[config.mk]
export PLATFORM = sky130hd
export DESIGN_NAME = bus_writer_module
export DESIGN_NICKNAME = d
export VERILOG_FILES = /design/src/rtl/bus_writer_module_pkg.sv /design/src/rtl/bus_writer_module_storage.sv /design/src/rtl/bus_writer_module.sv
export SDC_FILE = /design/constraint.sdc
export NUM_CORES = 1
export LEC_CHECK = 0
export CAP_MARGIN = 20
export CORE_MARGIN = 2
export CORE_UTILIZATION = 58
export DETAILED_ROUTE_END_ITERATION = 16
export PLACE_DENSITY = 0.84
export SYNTH_ARGS = -nofsm -noshare
export SYNTH_HDL_FRONTEND = slang
export SYNTH_SLANG_ARGS = --single-unit
export TNS_END_PERCENT = 10
[constraint.sdc]
create_clock -name clock -period 3.95 [get_ports clock]
set_clock_uncertainty 0.05 [all_clocks]
set_input_delay 0.395 -clock clock [delete_from_list [all_inputs] [get_ports clock]]
set_output_delay 0.395 -clock clock [all_outputs]
set_load 0.02 [all_outputs]
[src/rtl/bus_writer_module_pkg.sv]
// bus_writer_module_pkg
//   Shared definitions for the bus writer slice.
//   - `BIT_WIDTH          : word width of the shared source bus
//   - `SELECTOR_WIDTH(n)  : selector width for a bus with n source slots
//                           (slot 0 is reserved for "nothing selected"),
//                           shared with bus_register
//   - fifo_op_e           : per-cycle FIFO operation (push/pop combination)
//   Optional feature macro used by the slice: BUS_WRITER_HOLD_EN.
`ifndef BIT_WIDTH
`define BIT_WIDTH 32
`endif
`ifndef SELECTOR_WIDTH
`define SELECTOR_WIDTH(count) $clog2((count) + 1)
`endif

package bus_writer_module_pkg;

  localparam int BUS_WIDTH = `BIT_WIDTH;

  // Encoded as {push, pop} so the top can build it by concatenation.
  typedef enum logic [1:0] {
    OP_IDLE = 2'b00,
    OP_POP  = 2'b01,
    OP_PUSH = 2'b10,
    OP_BOTH = 2'b11
  } fifo_op_e;

  function automatic bit is_pow2(input int n);
    return (n > 0) && ((n & (n - 1)) == 0);
  endfunction

endpackage

[src/rtl/bus_writer_module_storage.sv]
// bus_fifo_storage
//   depth x `BIT_WIDTH register array backing the bus writer FIFO.
//   Synchronous write, asynchronous (combinational) read. No reset: the
//   contents are only ever observed through entries the pointers mark live.
// Ports:
//   clock         rising-edge clock
//   write_enable  write write_data into write_address at the edge
//   write_address entry to write
//   write_data    word to store
//   read_address  entry to read
//   read_data     storage[read_address], combinational
`ifndef BIT_WIDTH
`define BIT_WIDTH 32
`endif

module bus_fifo_storage
  import bus_writer_module_pkg::*;
#(
  parameter int depth = 4
) (
  input  logic                       clock,
  input  logic                       write_enable,
  input  logic [$clog2(depth)-1:0]   write_address,
  input  logic [BUS_WIDTH-1:0]       write_data,
  input  logic [$clog2(depth)-1:0]   read_address,
  output logic [BUS_WIDTH-1:0]       read_data
);

  logic [depth-1:0][BUS_WIDTH-1:0] mem;

  always_ff @(posedge clock) begin
    if (write_enable) mem[write_address] <= write_data;
  end

  assign read_data = mem[read_address];

endmodule

[src/rtl/bus_writer_module.sv]
// bus_writer_module
//   Source-side FIFO for one slot of the shared source bus. A producer pushes
//   words; the head word is presented on `source`, and a reader pops it by
//   selecting this slot and asserting read_acknowledge.
// Parameters:
//   count  number of source slots on the bus (selector = $clog2(count+1) bits)
//   slot   this block's selector value, 1..count (0 = nothing selected)
//   depth  FIFO entries, power of two, >= 2
// Ports:
//   clock, reset      rising-edge clock, synchronous active-high reset
//   write_enable      producer push request (ignored while full)
//   write_data        producer word
//   full              FIFO holds depth entries
//   selector          reader's current slot select
//   read_acknowledge  reader consumes the selected word this cycle
//   source            head word (0, or last popped word with hold, when empty)
//   valid             FIFO not empty
//   level             current occupancy
//   overflow          sticky: a push was attempted while full
// Optional feature:
//   BUS_WRITER_HOLD_EN  when defined, source holds the last popped word while
//                       the FIFO is empty instead of returning to 0.
`ifndef BIT_WIDTH
`define BIT_WIDTH 32
`endif
`ifndef SELECTOR_WIDTH
`define SELECTOR_WIDTH(count) $clog2((count) + 1)
`endif

module bus_writer_module
  import bus_writer_module_pkg::*;
#(
  parameter int count = 1,
  parameter int slot  = 1,
  parameter int depth = 4
) (
  input  logic                               clock,
  input  logic                               reset,
  input  logic                               write_enable,
  input  logic [`BIT_WIDTH-1:0]              write_data,
  output logic                               full,
  input  logic [`SELECTOR_WIDTH(count)-1:0]  selector,
  input  logic                               read_acknowledge,
  output logic [`BIT_WIDTH-1:0]              source,
  output logic                               valid,
  output logic [$clog2(depth):0]             level,
  output logic                               overflow
);

  localparam int PW = $clog2(depth);
  localparam int LW = PW + 1;
  localparam int SW = `SELECTOR_WIDTH(count);

  logic [PW-1:0]        wr_ptr, rd_ptr;
  logic [LW-1:0]        level_q;
  logic                 ovf_q;
  logic                 push, pop;
  logic [BUS_WIDTH-1:0] head;
  fifo_op_e             op;

  // Flags come straight from occupancy; a depth-entry FIFO needs the extra
  // level bit to tell full from empty when the pointers coincide.
  assign full  = (level_q == LW'(depth));
  assign valid = (level_q != '0);
  assign level = level_q;
  assign overflow = ovf_q;

  // Full gates the push even when a pop frees a slot in the same cycle;
  // valid gates the pop even when a push fills the FIFO in the same cycle.
  assign push = write_enable && !full;
  assign pop  = read_acknowledge && (selector == SW'(slot)) && valid;
  assign op   = fifo_op_e'({push, pop});

  bus_fifo_storage #(.depth(depth)) u_storage (
    .clock         (clock),
    .write_enable  (push),
    .write_address (wr_ptr),
    .write_data    (write_data),
    .read_address  (rd_ptr),
    .read_data     (head)
  );

  // Pointers wrap by natural overflow (depth is a power of two).
  always_ff @(posedge clock) begin
    if (reset) begin
      wr_ptr  <= '0;
      rd_ptr  <= '0;
      level_q <= '0;
      ovf_q   <= 1'b0;
    end else begin
      if (push) wr_ptr <= wr_ptr + 1'b1;
      if (pop)  rd_ptr <= rd_ptr + 1'b1;
      case (op)
        OP_PUSH: level_q <= level_q + 1'b1;
        OP_POP:  level_q <= level_q - 1'b1;
        default: level_q <= level_q;
      endcase
      if (write_enable && full) ovf_q <= 1'b1;
    end
  end

`ifdef BUS_WRITER_HOLD_EN
  // Remembers the word most recently taken by a reader so the slot keeps
  // showing it once the FIFO drains.
  logic [BUS_WIDTH-1:0] hold_q;

  always_ff @(posedge clock) begin
    if (reset)    hold_q <= '0;
    else if (pop) hold_q <= head;
  end

  assign source = valid ? head : hold_q;
`else
  // Storage is never reset, so the empty case must be forced to 0.
  assign source = valid ? head : '0;
`endif

endmodule
== Word-level counts from Yosys, hierarchy flattened ==
Index checks and enable logic that the tools add are counted.

* Output and inout bits: 38
* Flip-flop bits (word level): 136

* Add/subtract/negate cells: 4
* Magnitude comparators: 3
* Equal/unequal tests: 3
* Multiplexer cells: 7
* Reduce and logical (&&, ||, !) cells: 8

{| class="wikitable"
|+ Operator list
! operator !! count
|-
| 128-bit bitwise mux || 1
|-
| 32-bit 2-to-1 mux || 3
|-
| 32-bit binary-select mux with 2-bit select || 1
|-
| 32-bit demux with 2-bit select || 1
|-
| 2-bit by 3-bit < comparator with 1-bit output (second input constant) || 2
|-
| 3-bit one-hot mux with 2 select lines || 1
|-
| 1-bit logical AND || 5
|-
| 2-bit by 1-bit adder with 2-bit output (second input constant) || 2
|-
| 3-bit by 1-bit adder with 3-bit output (second input constant) || 1
|-
| 3-bit equality test (second input constant) || 1
|-
| 3-bit nonzero test || 1
|-
| 3-bit by 1-bit subtractor with 3-bit output (second input constant) || 1
|-
| 2-bit by 1-bit equality test with 1-bit output (second input constant) || 1
|-
| 2-bit equality test (second input constant) || 1
|-
| 2-bit by 1-bit >= comparator with 1-bit output (second input constant) || 1
|-
| 2-bit nonzero test || 1
|-
| 1-bit zero test || 1
|}

== Longest topological paths before layout ==
Gate-level depths: netlist of run 1.

* Depth after elaboration: 5
* Mapped depth: 9
* Depth with buffers taken out: 9

== Cells and area by module ==
A second synthesis of run 1 with hierarchy kept.

* Cell total of the unflattened synthesis: 250
* Area, all modules: 5,305.1 um^2

{| class="wikitable"
|+ Modules (own cells, without submodules)
! module !! area each (um^2) !! times used !! cells each
|-
| bus_fifo_storage || 4,689.5 || 1 || 171
|-
| bus_writer_module || 615.6 || 1 || 79
|}

== Worst setup path before layout of run 1 ==
No wires, ideal clock.

* Path type: flip-flop to flip-flop
* Start point: reg level_q[2] (netlist: level[2])
* End point: reg level_q[2] (netlist: level[2])
* Setup time: 0.070 ns
* Arrival: 2.374 ns
* Stages on the path, launching flop included: 10
* Clock period less this slack: 2.494 ns
* Path slack: 1.456 ns
* Required time: 3.830 ns
* Cells stage by stage: dfxtp_1 nor3b_2 nor2_1 inv_1 ha_1 inv_1 fa_1 xor2_1 or3_1 a21oi_1

* Cells in the longest elaborated chain, start to end: 5
* Elaborated cells between the ends (all ways): 11
* Those cells by class: add/sub (2); eq/ne (3); mux (1); reduce/logical (5)

{| class="wikitable"
|+ Ends and longest elaborated chain
! what !! line !! source
|-
| from (decl) || bus_writer_module.sv:55 || <nowiki>logic [LW-1:0] level_q;</nowiki>
|-
| from (signal assigned) || bus_writer_module.sv:94 || <nowiki>OP_PUSH: level_q <= level_q + 1'b1;</nowiki>
|-
| from (signal assigned) || bus_writer_module.sv:95 || <nowiki>OP_POP: level_q <= level_q - 1'b1;</nowiki>
|-
| from (signal assigned) || bus_writer_module.sv:96 || <nowiki>default: level_q <= level_q;</nowiki>
|-
| 3-bit equality test * || bus_writer_module.sv:63 || <nowiki>assign full = (level_q == LW'(depth));</nowiki>
|-
| net full || bus_writer_module.sv:41 || <nowiki>output logic full,</nowiki>
|-
| 1-bit zero test * || bus_writer_module.sv:70 || <nowiki>assign push = write_enable && !full;</nowiki>
|-
| 1-bit logical AND * || bus_writer_module.sv:70 ||
|-
| 2-bit by 1-bit equality test with 1-bit output or 2-bit equality test (tied branches) || bus_writer_module.sv:93 || <nowiki>case (op)</nowiki>
|-
| 3-bit one-hot mux with 2 select lines or 2-bit nonzero test (tied branches) || - ||
|}

Mark *: on every way through the listed nets, which the timed path passes. The rest lies on a longest branch.
A chain may end at the register's enable or synchronous reset.

== Worst setup path after layout of run 1 ==
* Start point: reg rd_ptr[0]
* End point: out source[2]

* Cells in the longest elaborated chain, start to end: 3

{| class="wikitable"
|+ Ends and longest elaborated chain
! what !! line !! source
|-
| from (decl) || bus_writer_module.sv:54 || <nowiki>logic [PW-1:0] wr_ptr, rd_ptr;</nowiki>
|-
| from (signal assigned) || bus_writer_module.sv:92 || <nowiki>if (pop) rd_ptr <= rd_ptr + 1'b1;</nowiki>
|-
| 32-bit binary-select mux with 2-bit select || bus_writer_module_storage.sv:35 || <nowiki>assign read_data = mem[read_address];</nowiki>
|-
| 32-bit 2-to-1 mux (implied by the code) || bus_writer_module_storage.sv:35 ||
|-
| 32-bit 2-to-1 mux || bus_writer_module.sv:115 || <nowiki>assign source = valid ? head : '0;</nowiki>
|-
| to (decl) || bus_writer_module.sv:44 || <nowiki>output logic [`BIT_WIDTH-1:0] source,</nowiki>
|}

Every way passes these cells. The select of a mux whose other input is x is not followed.

==> impl_metrics.tcl, run 1 <==
set metrics [dict create \
    outcome "finished, final reports clean" \
    initial_core_util 0.593 \
    final_common_cell "edfxtp_1" \
    n_antenna_cell 0 \
    clk_pin_slew_ns 0.06 \
    wl_per_cell_microns 21.1 \
    grt_max_degree 35 \
    synthTopCellsByArea "edfxtp_1 71%, mux4_2 13%, dfxtp_1 3.0%" \
    dp_hpwl_microns 5380 \
    rows 35 \
    antenna_found_initial 0 \
    highest_layer "met4" \
    mostFrequentLayoutCells "128 x edfxtp_1, 74 x clkdlybuf4s50_1, 32 x mux4_2" \
    layout-area-overhead-vs-synth_pct 26.4 \
    drive_gt1_frac 0.234 \
    fill_cells 531 \
    dieArea_sq_um 10100 \
    crit_fanout 19 \
    hold_class "reg -> reg" \
    cts_resized 0 \
    die_w_microns 101 \
    routedLengthMet1_microns 4010 \
    routed_wl_microns 9810 \
    p_switching_mw 1.07 \
    place_area_sq_um 6240 \
    ys_seq_area_frac 0.738 \
    pwr-share-clk 0.385 \
    worst_ep_required_time_ns 3.50 \
    worst_hold_slack_ns 0.449 \
    grt_pass1_wl_microns 15200 \
    worstSetupEndpointType "output port" \
    period_share 0.829 \
    vias 2643 \
    combPwrFrac 0.209 \
    worst_slack_ns 0.676 \
    slowest_stage "dfxtp_2" \
    ir_drop_v 0.000465 \
    relSlewSlack 0.410 \
    max_clock_freq_mhz 305 \
    p_per_area_nw_per_um2 621 \
    final_area_sq_um 6860 \
    port_buffers 74 \
    cts-root-buf "clkbuf_8" \
    syn_nets 300 \
    io_pins 75 \
    worstSetupPathType "reg -> out" \
    grt_use_total 0.212 \
    power.sequential.fraction 0.406 \
    critPathLaunchType "flip-flop" \
    finalNonFillerCells 466 \
    synth_area_sq_um 5420 \
    synth-warning-count 0 \
    crit_arrival_ns 2.83 \
    gp_congestion 0.661 \
    ant_nets 0 \
    synth_cell_types 29 \
    tns_ns 0 \
    cts.sinks 136 \
    holdBufCountCts 0 \
    switching_share 0.252 \
    r2r_slack_ns 1.56 \
    cts_setup_buffers 0 \
    utilization 0.749 \
    yosysTopAreaCellShare 0.709 \
    ys_ff_latch 136 \
    wl_met3_microns 525 \
    synthCells 257 \
    dr.pass1.iters 4 \
    cts_tree "yes" \
    place_inst 434 \
    drcViolationCount 0 \
    path_cells "buf_4 > mux4_2 > nor2b_1 > clkdlybuf4s50_1" \
    clk_latency_ns 0.51 \
    tightest_slew_ns 0.885 \
    maxSlewViolCount 0 \
    max-clock-path-buffers 2 \
    grt-ovfl-total 0 \
    setup_violations 0 \
    grt_setup_unrepaired "no" \
    avgSynthCellArea_sq_um 21.1 \
    max_stage_delay_ns 0.75 \
    viasPerCell 5.67 \
    p_leak_nw 2.26 \
    cts-htree-levels 4 \
    finalHoldViolCount 0 \
    synth_top_cell_by_area "edfxtp_1" \
    maxCapViolCount 0 \
    fin_crit_ns 3.27 \
    grt_pass1_vias 2824 \
    num-nets-final 385 \
    p_int_mw 3.19 \
    drt_iter0_markers 105 \
    p_total_mw 4.26 \
    core_area_sq_um 9150 \
    die_h_microns 101 \
    cts_buffers 17 \
    pre_cts_slack_ns 1.18 \
    wl_met2_microns 5150 \
]
-- final timing paths --
check | to | depth (start not counted) | startpoint
setup / recovery | source[2] | 4 | rd_ptr[0]
hold / removal | overflow | 2 | overflow
setup reg to reg | level[2] | 9 | level[2]
hold reg to reg | overflow | 2 | overflow
-- synthesized netlist by cell type, drive strengths merged --
master    n
inv       8
xor2      2
nor2      6
o21ai     3
nor2b    32
clkbuf    1
a21oi     5
nor3b     1
fa        1
buf      11
and2      4
mux4     32
o311a     1
dfxtp     8
nor3      1
edfxtp  128
xnor2     1
nand2b    2
or3       3
nand3     1
ha        5
mux2i     1
-- registers in the layout (all words and copies together) (netlist names) --
name and cells:
u_storage.mem 128, wr_ptr 2, rd_ptr 2, level 3, overflow 1
-- final cells by class --
type | instances | area [sq um] | area share
sequential | 136 | 4010 | 0.584
clock buffer | 17 | 414 | 0.0604
multi-input combinational | 101 | 1290 | 0.188
tap | 111 | 139 | 0.0203
clock inverter | 15 | 206 | 0.0301
inverter | 8 | 30.0 | 0.00438
timing repair buffer | 78 | 771 | 0.112
-- power groups by stage --
stage / clock, mW / combinational (mW) / sequential [mW]
6_report: 1.64 / 0.889 / 1.73
5_1_grt: 1.72 / 0.948 / 1.74
4_1_cts: 1.66 / 0.903 / 1.73
3_5_place_dp: 0 / 0.888 / 1.76
3_3_place_gp: 0 / 0.878 / 1.75
2_1_floorplan: 0 / 0.554 / 1.73
-- layer usage --
layer | track usage | up-vias
met1 | 0.260 | 1345
met3 | 0.0645 | 11
met4 | 0.0864 | 0
met5 | 0 | -
met2 | 0.353 | 96
li1 | - | 1191
-- kinds of logic (layout without fill, tap and decap cells) --
family                     after synthesis  count (layout)  share of synthesized area
DFF                                    136             136                      0.738
and+or+nand+nor                         50              50                     0.0717
muxes                                   33              33                      0.135
buffers and inverters                   20             118                     0.0261
AOI/OAI and AO/OA                        9               9                    0.00923
adders and majority gates                6               6                     0.0152
xor gates and xnor gates                 3               3                    0.00485
-- critical path, delay by kind of cell, from the launching register on --
kind	cells	cell delay [ns]
buf+inv	2	0.90
flops	1	0.75
mux	1	0.51
simple gates	1	0.14
(Power assumes the default switching activity.)
==> run 2: changes to the inputs <==
--- a/config.mk
+++ b/config.mk
@@ -7,9 +7,9 @@
 export LEC_CHECK = 0
 export CAP_MARGIN = 20
 export CORE_MARGIN = 2
-export CORE_UTILIZATION = 58
+export CORE_UTILIZATION = 49
 export DETAILED_ROUTE_END_ITERATION = 16
-export PLACE_DENSITY = 0.84
+export PLACE_DENSITY = 0.75
 export SYNTH_ARGS = -nofsm -noshare
 export SYNTH_HDL_FRONTEND = slang
 export SYNTH_SLANG_ARGS = --single-unit
==> constraint.sdc (replaced) <==
create_clock -name clock -period 2.9 [get_ports clock]
set_clock_uncertainty 0.05 [all_clocks]
set_input_delay 0.29 -clock clock [delete_from_list [all_inputs] [get_ports clock]]
set_output_delay 0.29 -clock clock [all_outputs]
set_load 0.02 [all_outputs]
==> run 2 against run 1 <==
Sequential share of layout area is 0.70 points lower. Non-clock buffer count is 8 higher. Setup slack got worse by 0.54 ns. Global-route usage decreased by 3.8 points. Clock power grew 17%. Power increased by 29%. Hold slack worse by 0.085 ns. Die area rose by 18%. Largest cell class unchanged. Critical path type unchanged.
==> impl_metrics.tcl, run 2 (synthesis gave the netlist of run 1 again) <==
set metrics [dict create \
    place_area_sq_um 6390 \
    grt_use_total 0.174 \
    die_h_microns 109 \
    dp_hpwl_microns 6080 \
    grt_pass1_vias 2775 \
    seq_area_sq_um 4010 \
    mostFrequentLayoutCells "128 x edfxtp_1, 74 x clkdlybuf4s50_1, 32 x mux4_2" \
    place_inst 471 \
    final_common_cell "edfxtp_1" \
    die_w_microns 109 \
    tns_ns 0 \
    top_register "u_storage.mem" \
    final_area_sq_um 6940 \
    vias 2679 \
    largest_reg_flops 128 \
    drcViolationCount 0 \
    period_share 0.953 \
    layout-area-overhead-vs-synth_pct 27.9 \
    finalHoldViolCount 0 \
    worst_ep_required_time_ns 2.56 \
    crit_fanout 11 \
    grt-ovfl-total 0 \
    port_buffers 74 \
    routed_wl_microns 9480 \
    hold_class "in -> reg" \
    holdBufCountCts 0 \
    maxSlewViolCount 0 \
    crit_arrival_ns 2.42 \
    rows 38 \
    antenna_found_initial 0 \
    finalNonFillerCells 503 \
    max-clock-path-buffers 2 \
    critPathLaunchType "flip-flop" \
    dieArea_sq_um 11900 \
    grt_pass1_wl_microns 14800 \
    initial_core_util 0.500 \
    worstSetupEndpointType "output port" \
    ir_drop_v 0.000481 \
    cts_setup_buffers 0 \
    ant_nets 0 \
    tightest_slew_ns 0.395 \
    grt_max_degree 24 \
    cts_buffers 17 \
    p_per_area_nw_per_um2 793 \
    setup_violations 0 \
    io_pins 75 \
    gp_congestion 0.704 \
    cts_resized 0 \
    fill_cells 767 \
    drive_gt1_frac 0.262 \
    worstSetupPathType "reg -> out" \
    relSlewSlack 0.735 \
    cts_tree "yes" \
    wl_per_cell_microns 18.9 \
    cts-htree-levels 4 \
    drt_iter0_markers 143 \
    viasPerCell 5.33 \
    clk_pin_slew_ns 0.06 \
    cts.sinks 136 \
    grt_setup_unrepaired "no" \
    p_leak_nw 2.26 \
    clk_latency_ns 0.51 \
    num-nets-final 393 \
    max_clock_freq_mhz 362 \
    dr.pass1.iters 4 \
    n_antenna_cell 0 \
    fin_crit_ns 2.76 \
    cts-root-buf "clkbuf_8" \
    maxCapViolCount 0 \
    core_area_sq_um 10800 \
    outcome "finished, final reports clean" \
    multi_input_area_sq_um 1290 \
]
-- run 2: cell count changes in the layout (fill, tap and decap cells not counted), sizes merged --
cell,change
clkinvlp,+5
bufinv,-4
clkinv,-2
buf,+8
inv,+1
-- run 2: layout make-up --
cell class / count / area share
Sequential cell: 136 / 0.577
Multi-Input combinational cell: 101 / 0.186
Timing Repair Buffer: 86 / 0.129
Clock buffer: 17 / 0.0597
Tap cell: 140 / 0.0252
Clock inverter: 15 / 0.0188
Inverter: 8 / 0.00433
-- run 2: per-layer routing --
layer,part of all wire,global-route usage
met3,0.051,0.0574
met4,0.0090,0.0515
met2,0.52,0.280
met1,0.42,0.229
met5,0,0
-- run 2: worst max-delay path: stages (launching register included) --
cell and delay [ns]:
dfxtp_2 0.39, buf_4 0.27, mux4_2 0.57, nor2b_4 0.14, clkdlybuf4s50_1 0.54
-- run 2: worst paths after layout --
path | from | endpoint | slack, ns | depth (start not counted)
max | rd_ptr[0] | source[25] | 0.14 | 4
min reg2reg | overflow | overflow | 0.43 | 2
max reg2reg | level[2] | level[2] | 0.51 | 9
min | write_data[28] | u_storage.mem[92] | 0.36 | 1
-- run 2: where the power goes --
part           total, mW  switching, mW  internal [mW]
combinational       1.26          0.640          0.616
clock               1.92          0.788           1.13
sequential          2.32         0.0518           2.27
-- run 2: metrics by stage --
stage	setup WS (ns)	util	hold WS, ns	total power, mW
after floorplan	0.406	-	0.339	3.11
after global placement	0.614	0.590	0.411	3.62
after detailed placement	0.510	0.590	0.423	3.64
after CTS	0.0903	0.640	0.341	5.57
after global routing	0.0311	0.640	0.365	5.73
final	0.138	0.640	0.364	5.50
==> run 3: changes to the inputs <==
--- a/config.mk
+++ b/config.mk
@@ -13,4 +13,4 @@
 export SYNTH_ARGS = -nofsm -noshare
 export SYNTH_HDL_FRONTEND = slang
 export SYNTH_SLANG_ARGS = --single-unit
-export TNS_END_PERCENT = 10
+export TNS_END_PERCENT = 100
==> results of run 3 <==
The final DEF is identical to that of run 2; final timing and power are the same.
